**config.mk**
```make
export PLATFORM = sky130hd
export DESIGN_NAME = packet_assembler
export DESIGN_NICKNAME = d
export VERILOG_FILES = /design/src/rtl/packet_assembler.sv
export SDC_FILE = /design/constraint.sdc
export NUM_CORES = 1
export LEC_CHECK = 0
export CAP_MARGIN = 15
export CORE_MARGIN = 5
export CORE_UTILIZATION = 51
export CTS_CLUSTER_SIZE = 20
export DETAILED_ROUTE_END_ITERATION = 12
export PLACE_DENSITY_LB_ADDON = 0.15
export SLEW_MARGIN = 30
export SYNTH_ARGS = -nofsm -noshare
export SYNTH_HDL_FRONTEND = slang
export SYNTH_SLANG_ARGS = --single-unit
```
**constraint.sdc**
```tcl
create_clock -name clk -period 3.5 [get_ports clk]
set_clock_uncertainty 0.2 [all_clocks]
set_input_delay 0.875 -clock clk [delete_from_list [all_inputs] [get_ports clk]]
set_output_delay 0.875 -clock clk [all_outputs]
set_load 0.05 [all_outputs]
```
**src/rtl/packet_assembler.sv**
```systemverilog
// Serialises a typed packet (header, source, destination, payload) into words over a valid/ready link.
// Optional macro PKT_CHECKSUM_EN appends a trailing XOR checksum word.
module packet_assembler #(
    parameter int unsigned WORD_WIDTH    = 16,
    parameter int unsigned PAYLOAD_WORDS = 4
) (
    input  logic                                clk,
    input  logic                                nrst,
    input  logic                                tx_req,
    input  logic [2:0]                          tx_type,
    input  logic [WORD_WIDTH-1:0]               myNodeID,
    input  logic [WORD_WIDTH-1:0]               destinationID,
    input  logic [PAYLOAD_WORDS*WORD_WIDTH-1:0] payload,
    output logic [WORD_WIDTH-1:0]               out_data,
    output logic                                out_valid,
    input  logic                                out_ready,
    output logic                                out_last,
    output logic                                tx_busy,
    output logic                                tx_done,
    output logic                                tx_err
);

    localparam int unsigned PL_W  = PAYLOAD_WORDS * WORD_WIDTH;
    localparam int unsigned IDX_W = 4;
`ifdef PKT_CHECKSUM_EN
    localparam int unsigned CSUM_WORDS = 1;
`else
    localparam int unsigned CSUM_WORDS = 0;
`endif
    localparam logic [2:0] TYPE_INVALID = 3'b111;

    typedef enum logic [1:0] {
        S_IDLE = 2'd0,
        S_SEND = 2'd1,
        S_DONE = 2'd2
    } state_t;

    // Total words on the wire for a packet type, header included.
    function automatic logic [7:0] f_count(input logic [2:0] t);
        logic [7:0] base;
        case (t)
            3'b000:  base = 8'd7;
            3'b001:  base = 8'd4;
            3'b010:  base = 8'd6;
            3'b011:  base = 8'd5;
            3'b100:  base = 8'd4;
            3'b101:  base = 8'd6;
            3'b110:  base = 8'd6;
            default: base = 8'd0;
        endcase
        return base + 8'(CSUM_WORDS);
    endfunction

    state_t                r_state;
    logic [WORD_WIDTH-1:0] r_src;
    logic [WORD_WIDTH-1:0] r_dst;
    logic [PL_W-1:0]       r_payload;
    logic [IDX_W-1:0]      r_idx;
    logic [IDX_W-1:0]      r_last_idx;
    logic [WORD_WIDTH-1:0] r_out_data;
    logic                  r_out_valid;
    logic                  r_out_last;
    logic                  r_busy;
    logic                  r_done;
    logic                  r_err;
`ifdef PKT_CHECKSUM_EN
    logic [WORD_WIDTH-1:0] r_csum;
    logic [WORD_WIDTH-1:0] w_csum_nxt;
`endif

    state_t                w_state_nxt;
    logic [WORD_WIDTH-1:0] w_src_nxt;
    logic [WORD_WIDTH-1:0] w_dst_nxt;
    logic [PL_W-1:0]       w_payload_nxt;
    logic [IDX_W-1:0]      w_idx_nxt;
    logic [IDX_W-1:0]      w_last_idx_nxt;
    logic [WORD_WIDTH-1:0] w_out_data_nxt;
    logic                  w_out_valid_nxt;
    logic                  w_out_last_nxt;
    logic                  w_busy_nxt;
    logic                  w_done_nxt;
    logic                  w_err_nxt;
    logic [7:0]            w_cnt;
    logic [WORD_WIDTH-1:0] w_hdr;
    logic [IDX_W-1:0]      w_nidx;
    logic [WORD_WIDTH-1:0] w_nword;

    assign w_cnt = f_count(tx_type);
    assign w_hdr = WORD_WIDTH'({tx_type, 5'b0, w_cnt});

    // Word that follows the one currently presented, taken from the latched fields.
    always_comb begin
        w_nidx  = r_idx + IDX_W'(1);
        w_nword = '0;
        if (w_nidx == IDX_W'(1)) begin
            w_nword = r_src;
        end else if (w_nidx == IDX_W'(2)) begin
            w_nword = r_dst;
        end
        for (int unsigned k = 0; k < PAYLOAD_WORDS; k++) begin
            if (w_nidx == IDX_W'(k + 3)) begin
                w_nword = r_payload[k*WORD_WIDTH +: WORD_WIDTH];
            end
        end
`ifdef PKT_CHECKSUM_EN
        if (w_nidx == r_last_idx) begin
            w_nword = r_csum;
        end
`endif
    end

    always_comb begin
        w_state_nxt     = r_state;
        w_src_nxt       = r_src;
        w_dst_nxt       = r_dst;
        w_payload_nxt   = r_payload;
        w_idx_nxt       = r_idx;
        w_last_idx_nxt  = r_last_idx;
        w_out_data_nxt  = r_out_data;
        w_out_valid_nxt = r_out_valid;
        w_out_last_nxt  = r_out_last;
        w_busy_nxt      = r_busy;
        w_done_nxt      = 1'b0;
        w_err_nxt       = 1'b0;
`ifdef PKT_CHECKSUM_EN
        w_csum_nxt      = r_csum;
`endif
        case (r_state)
            S_IDLE: begin
                w_busy_nxt      = 1'b0;
                w_out_valid_nxt = 1'b0;
                w_out_last_nxt  = 1'b0;
                if (tx_req) begin
                    if (tx_type == TYPE_INVALID) begin
                        w_err_nxt = 1'b1;
                    end else begin
                        w_state_nxt     = S_SEND;
                        w_src_nxt       = myNodeID;
                        w_dst_nxt       = destinationID;
                        w_payload_nxt   = payload;
                        w_idx_nxt       = '0;
                        w_last_idx_nxt  = IDX_W'(w_cnt - 8'd1);
                        w_out_data_nxt  = w_hdr;
                        w_out_valid_nxt = 1'b1;
                        w_busy_nxt      = 1'b1;
`ifdef PKT_CHECKSUM_EN
                        w_csum_nxt      = w_hdr;
`endif
                    end
                end
            end
            S_SEND: begin
                if (r_out_valid && out_ready) begin
                    if (r_idx == r_last_idx) begin
                        w_state_nxt     = S_DONE;
                        w_out_data_nxt  = '0;
                        w_out_valid_nxt = 1'b0;
                        w_out_last_nxt  = 1'b0;
                        w_done_nxt      = 1'b1;
                        w_busy_nxt      = 1'b1;
                    end else begin
                        w_idx_nxt      = w_nidx;
                        w_out_data_nxt = w_nword;
                        w_out_last_nxt = (w_nidx == r_last_idx);
`ifdef PKT_CHECKSUM_EN
                        w_csum_nxt     = r_csum ^ w_nword;
`endif
                    end
                end
            end
            S_DONE: begin
                w_state_nxt = S_IDLE;
                w_busy_nxt  = 1'b0;
            end
            default: begin
                w_state_nxt     = S_IDLE;
                w_out_valid_nxt = 1'b0;
                w_out_last_nxt  = 1'b0;
                w_busy_nxt      = 1'b0;
            end
        endcase
    end

    always_ff @(posedge clk) begin
        if (!nrst) begin
            r_state     <= S_IDLE;
            r_src       <= '0;
            r_dst       <= '0;
            r_payload   <= '0;
            r_idx       <= '0;
            r_last_idx  <= '0;
            r_out_data  <= '0;
            r_out_valid <= 1'b0;
            r_out_last  <= 1'b0;
            r_busy      <= 1'b0;
            r_done      <= 1'b0;
            r_err       <= 1'b0;
`ifdef PKT_CHECKSUM_EN
            r_csum      <= '0;
`endif
        end else begin
            r_state     <= w_state_nxt;
            r_src       <= w_src_nxt;
            r_dst       <= w_dst_nxt;
            r_payload   <= w_payload_nxt;
            r_idx       <= w_idx_nxt;
            r_last_idx  <= w_last_idx_nxt;
            r_out_data  <= w_out_data_nxt;
            r_out_valid <= w_out_valid_nxt;
            r_out_last  <= w_out_last_nxt;
            r_busy      <= w_busy_nxt;
            r_done      <= w_done_nxt;
            r_err       <= w_err_nxt;
`ifdef PKT_CHECKSUM_EN
            r_csum      <= w_csum_nxt;
`endif
        end
    end

    assign out_data  = r_out_data;
    assign out_valid = r_out_valid;
    assign out_last  = r_out_last;
    assign tx_busy   = r_busy;
    assign tx_done   = r_done;
    assign tx_err    = r_err;

endmodule

```
==> impl_metrics.yaml <==
status:
  run_status: "finished, final reports clean"
setup_path:
  timing.critical_path.slowest_stage_cell: "sky130_fd_sc_hd__o32a_1"
  critPathLaunchType: "flop"
  slowest_delay_ns: 0.74
  critical_path_class: "flop to flop"
  critical_path.max_fanout: 15
  cp_cell_sequence: "ha_1 > inv_2 > mux2_4 > o32a_1 > o221ai_1 > a221oi_2"
  ff2ff_setup_slack_ns: 0.59
  worst_setup_path_end_kind: "flop"
  worstPathArrival_ns: 3.15
  cp.required_ns: 3.74
die:
  core.rowCount: 38
  initial_utilization: 0.522
  die_y_um: 116
  dieWidth_um: 116
  overall_die_area_um2: 13400
  design.portCount: 124
  coreArea_um2: 10900
cells_and_area:
  num-fill-cells: 944
  final_cell_count_no_fill: 980
  drive_above_1_share: 0.0881
  layout.nets: 936
  ff_latch_area_um2: 2540
  area_occupied_by_multi_input_gates_um2: 2880
  antenna_cells: 0
  area_growth_pct: 32.7
timing:
  setup_tns_ns: 0
  setup_viol_count_final: 0
  rsz0062_at_grt: "false"
  slew_violations: 0
  min_period_ns: 2.91
  max_slew_margin: 0.391
  timing_worst_slew_pin_value_ns: 0.912
  final-hold-violation-count: 0
  achievable_frequency_mhz: 343
  post-route-period-util: 0.832
routing:
  detailedRoute.firstIterationViolations: 426
  route.final.wire_length_um: 15800
  routed_via_density: 5.57
  post-route-drc-count: 0
  ant_nets: 0
  route.vias.total: 5459
  route.detailed.wl_per_inst_um: 16.1
  firstDrtPassIters: 4
clock_network:
  ctsRootBufferMaster: "sky130_fd_sc_hd__clkbuf_8"
  numCtsBuffers: 17
  cts_post_setup_buffers_inserted: 0
  post_cts_resized: 0
  cts-hold-fix-buffers: 0
  maximum_clock_path_buffer_count: 2
  worst_skew_pair.late_latency_ns: 0.52
  clock_tree_from_tritoncts: "built"
  clkSinkCount: 127
  path_clk_slew_ns: 0.06
  cts-htree-levels: 4
grt:
  track_usage: 0.238
  grt.met2_usage: 0.399
  grt_pass1_wl_um: 25100
  grt_antenna_before_repair: 0
  globalRoute.totalOverflow: 0
  grt_use_met3: 0.0554
  grt_pass1_vias: 5201
  grt_start_max_net_pins: 117
  global_route.usage.met1: 0.305
  grt-busiest-layer: "met2"
logic_synthesis:
  synth.lib_cells_used.distinct: 52
  yosys_warnings: 0
  post_synthesis_net_count: 840
  syn-instance-count: 731
  yosys_most_used_dff: "sky130_fd_sc_hd__dfxtp_1"
  synth_top_area_share: 0.447
  yosys-top-cells-count: "sky130_fd_sc_hd__nand2_1 (244), sky130_fd_sc_hd__a21oi_1 (133), sky130_fd_sc_hd__dfxtp_1 (127), sky130_fd_sc_hd__clkbuf_1 (41), sky130_fd_sc_hd__nor2_1 (26)"
  syn_area_per_cell_um2: 7.77
  edff_count_synth: 0
  synthArstFlopShare: 0
  count_leader_synth: "sky130_fd_sc_hd__nand2_1"
  netlist_top_cells_area: "sky130_fd_sc_hd__dfxtp_1 (45%), sky130_fd_sc_hd__nand2_1 (16%), sky130_fd_sc_hd__a21oi_1 (12%)"
  cell_area_after_technology_mapping_um2: 5680
  ys_seq_area_frac: 0.447
  synth-seq-cells: 127
  post-synth-top-area-cell: "sky130_fd_sc_hd__dfxtp_1"
placed_design:
  dpl.cell_count: 948
  place_congestion: 0.872
  detailedPlacementHpwl_um: 10900
  io_buffer_count: 123
power:
  combinationalPowerShare: 0.147
  p_sw_mw: 1.08
  power_frac_clock: 0.447
  pwr-share-seq: 0.406
  switching_share: 0.272
  totalPowerFinal_mw: 3.97
  worst_ir_drop_vdd_v: 0.000335
  pwr_density_cell_nw_per_um2: 526
  static-leakage-power_nw: 2.63
  power.internal_mw: 2.89
hold_path:
  holdCritPathClass: "flop to flop"
run:
  max-cap-violations: 0
==> critical path: cells and delay by family (launching register included) <==
family	cells	cell delay [ns]
AO/OA/AOI/OAI	3	1.39
flip-flops	1	0.52
adder cells (fa/ha/maj)	1	0.40
multiplexers	1	0.22
buffers and inverters	1	0.10
==> flip-flops by register name (all words and copies together) (netlist names) <==
signal,flops
r_payload,64
out_data,16
r_dst,16
r_src,16
r_idx,4
r_last_idx,4
r_state,2
out_last,1
out_valid,1
tx_busy,1
tx_done,1
tx_err,1
==> power groups by stage <==
stage	Sequential, mW	Clock, mW	Combinational [mW]
detailed placement	1.64	0	0.584
floorplan	1.66	0	0.312
CTS	1.61	1.79	0.589
finish	1.61	1.77	0.586
global placement	1.64	0	0.573
global route	1.62	1.86	0.642
==> final cells by class <==
type / instances / share of cell area
tap: 140 / 0.0232
clock inverter: 15 / 0.0244
inverter: 8 / 0.00415
clock buffer: 17 / 0.0549
sequential: 127 / 0.337
timing repair buffer: 131 / 0.175
multi-input combinational: 542 / 0.382
==> final timing paths <==
kind	from	to	depth (start not counted)
max	r_idx[0]$_SDFFE_PN0P_	out_data[15]$_SDFFE_PN0P_	6
min	out_last$_SDFFE_PN0P_	out_last$_SDFFE_PN0P_	2
max reg2reg	r_idx[0]$_SDFFE_PN0P_	out_data[15]$_SDFFE_PN0P_	6
min reg2reg	out_last$_SDFFE_PN0P_	out_last$_SDFFE_PN0P_	2
==> per-stage QoR <==
step / setup WS [ns] / area [µm²] / hold slack [ns] / util
3_5_place_dp: 0.345 / 6940 / 0.244 / 0.638
4_1_cts: 0.584 / 7540 / 0.251 / 0.692
5_1_grt: 0.366 / 7540 / 0.270 / 0.693
2_1_floorplan: 1.03 / 5680 / 0.231 / -
6_report: 0.588 / 7540 / 0.250 / 0.693
3_3_place_gp: 0.403 / 6940 / 0.241 / 0.638
==> kinds of logic (layout without fill, tap and decap cells) <==
| family | Yosys count | after routing | synth area share |
|---|---|---|---|
| simple gates | 305 | 305 | 0.219 |
| compound gates | 219 | 219 | 0.252 |
| flops | 127 | 127 | 0.447 |
| buf+inv | 62 | 171 | 0.0473 |
| xor+xnor | 9 | 9 | 0.0139 |
| fa+ha+maj | 6 | 6 | 0.0132 |
| mux | 3 | 3 | 0.00661 |
==> layer usage <==
layer	vias to the layer above	share of wire
met5	-	0
met4	0	0.017
met3	26	0.061
met2	184	0.49
met1	2560	0.44
li1	2689	-
==> cell usage in the layout, fill, tap and decap left out, types with 2 or more instances in the layout <==
cell type,instances
sky130_fd_sc_hd__a211oi_1,4
sky130_fd_sc_hd__a21boi_0,10
sky130_fd_sc_hd__a21oi_1,133
sky130_fd_sc_hd__a221oi_1,6
sky130_fd_sc_hd__a221oi_2,9
sky130_fd_sc_hd__a2bb2oi_1,2
sky130_fd_sc_hd__a31oi_1,2
sky130_fd_sc_hd__and3_1,6
sky130_fd_sc_hd__and3b_1,2
sky130_fd_sc_hd__buf_12,2
sky130_fd_sc_hd__buf_4,6
sky130_fd_sc_hd__bufinv_16,3
sky130_fd_sc_hd__clkbuf_16,16
sky130_fd_sc_hd__clkdlybuf4s50_1,123
sky130_fd_sc_hd__clkinv_2,3
sky130_fd_sc_hd__clkinv_4,3
sky130_fd_sc_hd__clkinvlp_4,3
sky130_fd_sc_hd__dfxtp_1,127
sky130_fd_sc_hd__ha_1,5
sky130_fd_sc_hd__inv_1,6
sky130_fd_sc_hd__inv_6,4
sky130_fd_sc_hd__mux2_2,2
sky130_fd_sc_hd__nand2_1,244
sky130_fd_sc_hd__nand2b_1,7
sky130_fd_sc_hd__nand3_1,2
sky130_fd_sc_hd__nor2_1,26
sky130_fd_sc_hd__nor2_2,2
sky130_fd_sc_hd__nor3_1,5
sky130_fd_sc_hd__o211ai_1,3
sky130_fd_sc_hd__o21a_1,2
sky130_fd_sc_hd__o21ai_0,24
sky130_fd_sc_hd__o221ai_1,3
sky130_fd_sc_hd__o221ai_2,10
sky130_fd_sc_hd__o32a_1,2
sky130_fd_sc_hd__xnor2_1,7
sky130_fd_sc_hd__xor2_1,2
Power figures use the tool's default switching activity.
